<file path="src/rtl/ne_window_monitor.sv">
// ne_window_monitor: groups the 1-bit ne comparator stream into fixed windows
// of WINDOW samples and emits one report per window (mismatch count, index of
// the first mismatch, any-mismatch flag, saturation flag) through a one-entry
// valid/ready output register. Input is stalled while a finished window
// cannot be handed to the output register.
module ne_window_monitor #(
    parameter int WINDOW = 1000,
    parameter int CNT_W  = 16,
    parameter int IDX_W  = 16
) (
    input  logic             clk,
    input  logic             rst_n,
    input  logic             sync_clr,
    input  logic             in_valid,
    input  logic             in_ne,
    output logic             in_ready,
    output logic             out_valid,
    input  logic             out_ready,
    output logic [CNT_W-1:0] out_count,
    output logic [IDX_W-1:0] out_first_idx,
    output logic             out_any,
    output logic             out_sat
);

    localparam logic [CNT_W-1:0] CNT_MAX  = {CNT_W{1'b1}};
    localparam logic [IDX_W-1:0] NO_IDX   = {IDX_W{1'b1}};
    localparam logic [IDX_W-1:0] LAST_IDX = IDX_W'(WINDOW - 1);

    typedef enum logic {COLLECT = 1'b0, HOLD = 1'b1} state_e;

    state_e             state_q, state_d;
    logic [IDX_W-1:0]   idx_q, idx_d;
    logic [CNT_W-1:0]   acc_count_q, acc_count_d;
    logic [IDX_W-1:0]   acc_first_q, acc_first_d;
    logic               acc_any_q, acc_any_d;
    logic               acc_sat_q, acc_sat_d;
    logic               out_valid_q, out_valid_d;
    logic [CNT_W-1:0]   out_count_q, out_count_d;
    logic [IDX_W-1:0]   out_first_q, out_first_d;
    logic               out_any_q, out_any_d;
    logic               out_sat_q, out_sat_d;

    logic               beat;
    logic               out_free;
    logic [CNT_W-1:0]   upd_count;
    logic [IDX_W-1:0]   upd_first;
    logic               upd_any;
    logic               upd_sat;

    assign in_ready      = (state_q == COLLECT);
    assign beat          = in_valid && in_ready;
    assign out_free      = !out_valid_q || out_ready;

    assign out_valid     = out_valid_q;
    assign out_count     = out_count_q;
    assign out_first_idx = out_first_q;
    assign out_any       = out_any_q;
    assign out_sat       = out_sat_q;

    // Accumulator values as they would be after folding in the current sample;
    // used both for mid-window updates and for the window-end report.
    always_comb begin
        upd_count = acc_count_q;
        upd_first = acc_first_q;
        upd_any   = acc_any_q;
        upd_sat   = acc_sat_q;
        if (in_ne) begin
            // sat marks a mismatch that could not be counted
            if (acc_count_q == CNT_MAX) upd_sat = 1'b1;
            else                        upd_count = acc_count_q + 1'b1;
            if (!acc_any_q) begin
                upd_first = idx_q;
                upd_any   = 1'b1;
            end
        end
    end

    // Next-state: window sequencing, HOLD handoff, abort and output register.
    always_comb begin
        state_d     = state_q;
        idx_d       = idx_q;
        acc_count_d = acc_count_q;
        acc_first_d = acc_first_q;
        acc_any_d   = acc_any_q;
        acc_sat_d   = acc_sat_q;
        // a handshake empties the register unless a report loads below
        out_valid_d = out_valid_q && !out_ready;
        out_count_d = out_count_q;
        out_first_d = out_first_q;
        out_any_d   = out_any_q;
        out_sat_d   = out_sat_q;

        if (sync_clr) begin
            // abort: drop current (or held) window, output register untouched
            state_d     = COLLECT;
            idx_d       = '0;
            acc_count_d = '0;
            acc_first_d = NO_IDX;
            acc_any_d   = 1'b0;
            acc_sat_d   = 1'b0;
        end else if (state_q == HOLD) begin
            // out_valid is always set in HOLD, so out_ready means handshake
            if (out_ready) begin
                out_valid_d = 1'b1;
                out_count_d = acc_count_q;
                out_first_d = acc_first_q;
                out_any_d   = acc_any_q;
                out_sat_d   = acc_sat_q;
                state_d     = COLLECT;
                idx_d       = '0;
                acc_count_d = '0;
                acc_first_d = NO_IDX;
                acc_any_d   = 1'b0;
                acc_sat_d   = 1'b0;
            end
        end else if (beat) begin
            if (idx_q == LAST_IDX) begin
                if (out_free) begin
                    // back-to-back: report loads and the next window starts now
                    out_valid_d = 1'b1;
                    out_count_d = upd_count;
                    out_first_d = upd_first;
                    out_any_d   = upd_any;
                    out_sat_d   = upd_sat;
                    idx_d       = '0;
                    acc_count_d = '0;
                    acc_first_d = NO_IDX;
                    acc_any_d   = 1'b0;
                    acc_sat_d   = 1'b0;
                end else begin
                    // freeze the final window values until the register drains
                    state_d     = HOLD;
                    acc_count_d = upd_count;
                    acc_first_d = upd_first;
                    acc_any_d   = upd_any;
                    acc_sat_d   = upd_sat;
                end
            end else begin
                idx_d       = idx_q + 1'b1;
                acc_count_d = upd_count;
                acc_first_d = upd_first;
                acc_any_d   = upd_any;
                acc_sat_d   = upd_sat;
            end
        end
    end

    // State and output registers; reset discards any window and pending report.
    always_ff @(posedge clk or negedge rst_n) begin
        if (!rst_n) begin
            state_q     <= COLLECT;
            idx_q       <= '0;
            acc_count_q <= '0;
            acc_first_q <= NO_IDX;
            acc_any_q   <= 1'b0;
            acc_sat_q   <= 1'b0;
            out_valid_q <= 1'b0;
            out_count_q <= '0;
            out_first_q <= NO_IDX;
            out_any_q   <= 1'b0;
            out_sat_q   <= 1'b0;
        end else begin
            state_q     <= state_d;
            idx_q       <= idx_d;
            acc_count_q <= acc_count_d;
            acc_first_q <= acc_first_d;
            acc_any_q   <= acc_any_d;
            acc_sat_q   <= acc_sat_d;
            out_valid_q <= out_valid_d;
            out_count_q <= out_count_d;
            out_first_q <= out_first_d;
            out_any_q   <= out_any_d;
            out_sat_q   <= out_sat_d;
        end
    end

endmodule

</file>
<file path="config.mk">
export PLATFORM = sky130hd
export DESIGN_NAME = ne_window_monitor
export DESIGN_NICKNAME = d
export VERILOG_FILES = /design/src/rtl/ne_window_monitor.sv
export SDC_FILE = /design/constraint.sdc
export NUM_CORES = 1
export LEC_CHECK = 0
export BUFFER_PORTS_ARGS = -buffer_cell sky130_fd_sc_hd__clkbuf_2
export CAP_MARGIN = 20
export CORE_UTILIZATION = 40
export DETAILED_ROUTE_END_ITERATION = 8
export PLACE_DENSITY_LB_ADDON = 0.2
export SYNTH_ARGS = -nofsm -noshare
export SYNTH_HDL_FRONTEND = slang
export SYNTH_SLANG_ARGS = --single-unit
</file>
<file path="constraint.sdc">
create_clock -name clk -period 2.4 [get_ports clk]
set_clock_uncertainty 0.2 [all_clocks]
set_input_delay 0.48 -clock clk [delete_from_list [all_inputs] [get_ports clk]]
set_output_delay 0.48 -clock clk [all_outputs]
set_load 0.1 [all_outputs]
</file>
== After elaboration in Yosys (flattened, before gate mapping) ==
Index checks and enable logic that the tools add are counted.
Storage, ports and cells
  logic and storage cells: 99
  register bits: 86
  output and inout bits: 36
  input bits: 6
Operators by class
  equal/unequal tests: 5
  multiplexer cells: 67
  reductions and logical operators: 12
  add/sub/neg operators: 2
  bitwise gates (word level): 2
Operators by type and width (count)
  16-bit two-way mux: 31
  1-bit two-way mux: 36
  16-bit by 1-bit adder with 16-bit output (second input constant): 2
  16-bit by 10-bit equality test with 1-bit output (second input constant): 1
  16-bit equality test (second input constant): 1
  2-bit nonzero test: 3
  5-bit AND reduction: 1
  4-bit inequality test (second input constant): 1
  3-bit inequality test (second input constant): 1
  3-bit AND reduction: 1
  3-bit nonzero test: 1
  1-bit logical AND: 2
  1-bit zero test: 2
  2-bit inequality test (second input constant): 1
  1-bit inverter: 2
  2-bit AND reduction: 1
  1-bit logical OR: 1

== Longest topological paths before layout ==
  depth after elaboration: 8
  gate-level depth with buffers: 9
  depth with buffers taken out: 6

== Worst setup path before layout ==
No wires, ideal clock.
  path kind: register to register
  from: register state_q
  to: register out_any_q, in the netlist out_any
  path slack: 0.039 ns
  required time: 2.066 ns
  path buffers: 2
  stages on the path, launching flop included: 7
  setup time: 0.134 ns
  arrival: 2.028 ns
  clock period less this slack: 2.361 ns
  cells stage by stage: dfrtp_1 > clkbuf_1 > inv_1 > nor3b_1 > a31oi_2 > clkbuf_1 > o21ai_0
On the way
  longest elaborated chain between the ends: 4
  elaborated cells between the ends (all ways): 8
  those cells by class: eq/ne (1); mux (1); bitwise (1); reduce/logical (5)
Ends and longest elaborated chain
  start, declared: line 31  | state_e state_q, state_d;
  start signal, assigned: line 163  | state_q <= state_d;
  1-bit inverter: line 50  | assign in_ready = (state_q == COLLECT);
  named net in_ready: line 16  | output logic in_ready,
  1-bit logical AND: line 51  | assign beat = in_valid && in_ready;
  2-bit nonzero test (no line)
  5-bit AND reduction (no line)
  end signal, assigned: line 172  | out_any_q <= out_any_d;
  end, declared: line 40  | logic out_any_q, out_any_d;
The timed path passes the listed nets, and every way through them passes these cells.
A chain may end at the register's enable or synchronous reset.

== Final worst setup path ==
  from: register idx_q[0]
  to: register acc_count_q[6]
On the way
  longest elaborated chain between the ends: 5
Ends and longest elaborated chain
  start, declared: line 32  | logic [IDX_W-1:0] idx_q, idx_d;
  start signal, assigned: line 164  | idx_q <= idx_d;
  16-bit by 10-bit equality test with 1-bit output: line 117  | if (idx_q == LAST_IDX) begin
  16-bit two-way mux: line 117
  16-bit two-way mux: line 116  | end else if (beat) begin
  16-bit two-way mux: line 101  | end else if (state_q == HOLD) begin
  16-bit two-way mux: line 93  | if (sync_clr) begin
  end signal, assigned: line 165  | acc_count_q <= acc_count_d;
  end, declared: line 33  | logic [CNT_W-1:0] acc_count_q, acc_count_d;
No other way between the ends. The select of a mux whose other input is x is not followed.

==> out/qor.csv <==
stage;metric;value;unit
status;outcome;completed;
logic_synthesis;async_flop_share;1.00;
power;switching_share;0.269;
place;portBuffers;41;
detailed_routing;vias;3498;
cts;cts_sinks;86;
cts;htree_levels;3;
min_path;holdPathEnd;state_q$_DFF_PN0_;
logic_synthesis;yosysTopAreaCell;dfrtp_1;
logic_synthesis;seq_area_frac_synth;0.494;
grt;grt_antenna_before_repair;0;
cts;cts_setup_buffers;0;
cells_and_area;layout_commonest_cell;nand2_1;
die;io_pins;42;
grt;grt_first_pass_wirelength;17200;um
timing;setup_viol;0;
worst_setup_path;r2r_cells;7;
die;die_h;107;um
logic_synthesis;ys_ff_latch;86;
power;power_density;568;mW/mm^2
detailed_routing;drt_iter0_markers;271;
timing;worst_pin_slew;0.725;ns
detailed_routing;drc;0;
min_path;holdCritStartpoint;sync_clr;
place;dp_hpwl;7510;um
cells_and_area;layout.nets;513;
place;gp_congestion;0.811;
timing;period_share;0.962;
logic_synthesis;synth_edf_count;0;
logic_synthesis;avgSynthCellArea;9.91;um^2
cells_and_area;drive_gt1_frac;0.296;
die;start_util;0.409;
min_path;hold_path_class;in2reg;
logic_synthesis;synthCells;448;
die;dieArea;0.0115;mm^2
logic_synthesis;synth.distinct_cells;59;
detailed_routing;met3_length;429;um
detailed_routing;firstDrtPassIters;4;
logic_synthesis;yosysTopAreaCellShare;0.304;
timing;fin_crit;2.31;ns
timing;slew_headroom;0.517;
cts;cts.path.max_buffers;2;
worst_setup_path;r2r_slack;0.09;ns
run;cap_violations;0;
detailed_routing;final_antenna_net_count;0;
cts;cts_buffers;9;
logic_synthesis;synth_xor_area_frac;0.0434;
cells_and_area;final_cell_mix;nand2_1 (58), dfrtp_1 (54), clkbuf_2 (40);
grt;grt_max_degree;43;
power;pwr-share-comb;0.113;
grt;grt_pass1_vias;3300;
worst_setup_path;critPathKind;reg2reg;
worst_setup_path;reg2reg_to;acc_count_q[6]$_DFFE_PN0P_;
cts;clockRootBuffer;clkbuf_8;
worst_setup_path;cp_max_fo;17;
logic_synthesis;synth_top_family_by_area;simple AND/OR/NAND/NOR gates;
detailed_routing;wl_met2;4500;um
power;p_leak;2.21;nW
worst_setup_path;startpoint_type;flip-flop;
timing;drv_slew;0;
die;die_x;107;um
power;power_switching;0.000799;W
cts;cts_tree;yes;
grt;grt-ovfl-total;0;
cts;clk_pin_slew;0.09;ns
min_path;hold_depth;2;
cells_and_area;stdcell_area;0.00522;mm^2
logic_synthesis;synth-simple-area-share;0.196;
logic_synthesis;syn_nets;456;
detailed_routing;post_drt_wl_per_cell;15.9;um
worst_setup_path;arrival;2.39;ns
logic_synthesis;synth_adder_area_share;0.00564;
power;power;0.00297;W
worst_setup_path;r2r_start;idx_q[0]$_DFFE_PN0P_;
timing;max_freq;0.433;GHz
cells_and_area;areaGrowthSynthToFinish;17.7;%
logic_synthesis;synth_mux_area_frac;0.0412;
detailed_routing;via_per_inst;5.38;
place;placed_area;0.00498;mm^2
timing;rsz0062_at_grt;yes;
worst_setup_path;worst_ep_required_time;2.49;ns
logic_synthesis;yosys-top-cells-area;dfrtp_1 (30%), dfstp_2 (19%), nand2_1 (4.9%);
power;seqPwrFrac;0.521;
detailed_routing;routed_wl;10300;um
cts;clk_latency;0.37;ns
logic_synthesis;postSynth.topFlopCell;dfrtp_1;
die;core;0.0108;mm^2
logic_synthesis;yosys_warnings;0;
cells_and_area;diodes;0;
logic_synthesis;synth_compound_area_frac;0.176;
grt;grt_usage;0.196;
power;p_int;0.00217;W
power;vdd_ir_drop_max;0.306;mV
die;row_count;38;
detailed_routing;highest_layer;met4;
detailed_routing;wl_met1;5290;um
logic_synthesis;synthesis.area;0.00444;mm^2
power;p_clk_frac;0.366;
worst_setup_path;end_kind;flip-flop;
timing;finalHoldViolCount;0;
[Yosys cell counts (4+ instances only)]
library cell  instances
and3_1                9
nand2_1              58
clkbuf_1             13
o221ai_1              8
buf_4                 4
nor2_1               26
nor3_1               10
nand2b_1              5
xnor2_1              12
dfrtp_1              54
and4_1                4
nand3_1              15
nor4_1                5
a31oi_1               9
dfstp_2              32
o22a_1               16
inv_1                 8
nand4_1               9
o21ai_0              39
a22o_1                5
xor2_1               10
o31ai_1              12
buf_2                14
mux2i_1              16
a21oi_1               7
[power groups by stage]
stage / clock network [W] / logic (W) / registers [W]
floorplan: 0 / 0.000165 / 0.00162
global route: 0.00117 / 0.000368 / 0.00155
global placement: 0 / 0.000333 / 0.00157
detailed placement: 0 / 0.000337 / 0.00157
CTS: 0.00111 / 0.000338 / 0.00155
finish: 0.00109 / 0.000335 / 0.00155
[metal layers]
layer	up-vias	track usage
met2	65	0.276
met4	0	0.0607
met1	1691	0.295
li1	1733	-
met3	9	0.0442
met5	-	0
[layout make-up]
cell class | count | area, um^2
clock buffer | 13 | 191
clock inverter | 3 | 21.3
fill | 1057 | 5620
inverter | 8 | 30.0
multi-input combinational | 321 | 2080
sequential | 86 | 2190
tap | 140 | 175
timing repair buffer | 79 | 537
[sequential cells by signal, summed over array words and instances (netlist names)]
register / flops
acc_any_q: 1
acc_count_q: 16
acc_first_q: 16
acc_sat_q: 1
idx_q: 16
out_any: 1
out_count: 16
out_first_idx: 16
out_sat: 1
out_valid: 1
state_q: 1
[worst max-delay path by stage]
stage | depth (start not counted) | to | slack [ns] | from
after floorplan | 6 | out_any$_DFFE_PN0P_ | 0.04 | state_q$_DFF_PN0_
after global placement | 7 | acc_count_q[2]$_DFFE_PN0P_ | 0.07 | idx_q[0]$_DFFE_PN0P_
after detailed placement | 6 | acc_count_q[2]$_DFFE_PN0P_ | 0.06 | in_valid
after CTS | 6 | acc_count_q[2]$_DFFE_PN0P_ | 0.04 | acc_count_q[0]$_DFFE_PN0P_
after global routing | 6 | acc_first_q[12]$_DFFE_PN1P_ | -0.07 | idx_q[1]$_DFFE_PN0P_
final | 7 | acc_count_q[6]$_DFFE_PN0P_ | 0.09 | idx_q[0]$_DFFE_PN0P_
[stage by stage]
stage / TNS, ns / worst slack [ns] / std cells / util / hold slack (ns)
finish: 0 / 0.0919 / 650 / 0.482 / 0.174
global route: -0.759 / -0.0695 / 650 / 0.482 / 0.176
CTS: 0 / 0.0377 / 650 / 0.480 / 0.162
detailed placement: 0 / 0.0567 / 633 / 0.459 / 0.213
global placement: 0 / 0.0715 / 633 / 0.459 / 0.205
floorplan: 0 / 0.0387 / 448 / - / -0.0156
[worst max-delay path, cell delays in order (launching register included)]
cell and delay (ns):
dfrtp_1 0.39, ha_1 0.25, and3b_1 0.20, and4_1 0.22, a21oi_2 0.30, buf_4 0.32, o21ai_0 0.13, a31oi_1 0.20
[logic make-up (layout without fill, tap and decap cells)]
family                   count (synthesis)  in the layout
AND/OR/NAND/NOR                        166            166
AO/OA/AOI/OAI                          113            113
flip-flops                              86             86
buffers and inverters                   41            103
XOR/XNOR                                22             22
multiplexers                            18             18
adder cells (fa/ha/maj)                  2              2
[what timing repair did]
action                     in CTS  in global routing
resized for setup               0                  4
hold endpoints to repair        5                  0
setup endpoints to repair       0                 44
hold buffers                    1                  0
(Power assumes the default switching activity.)
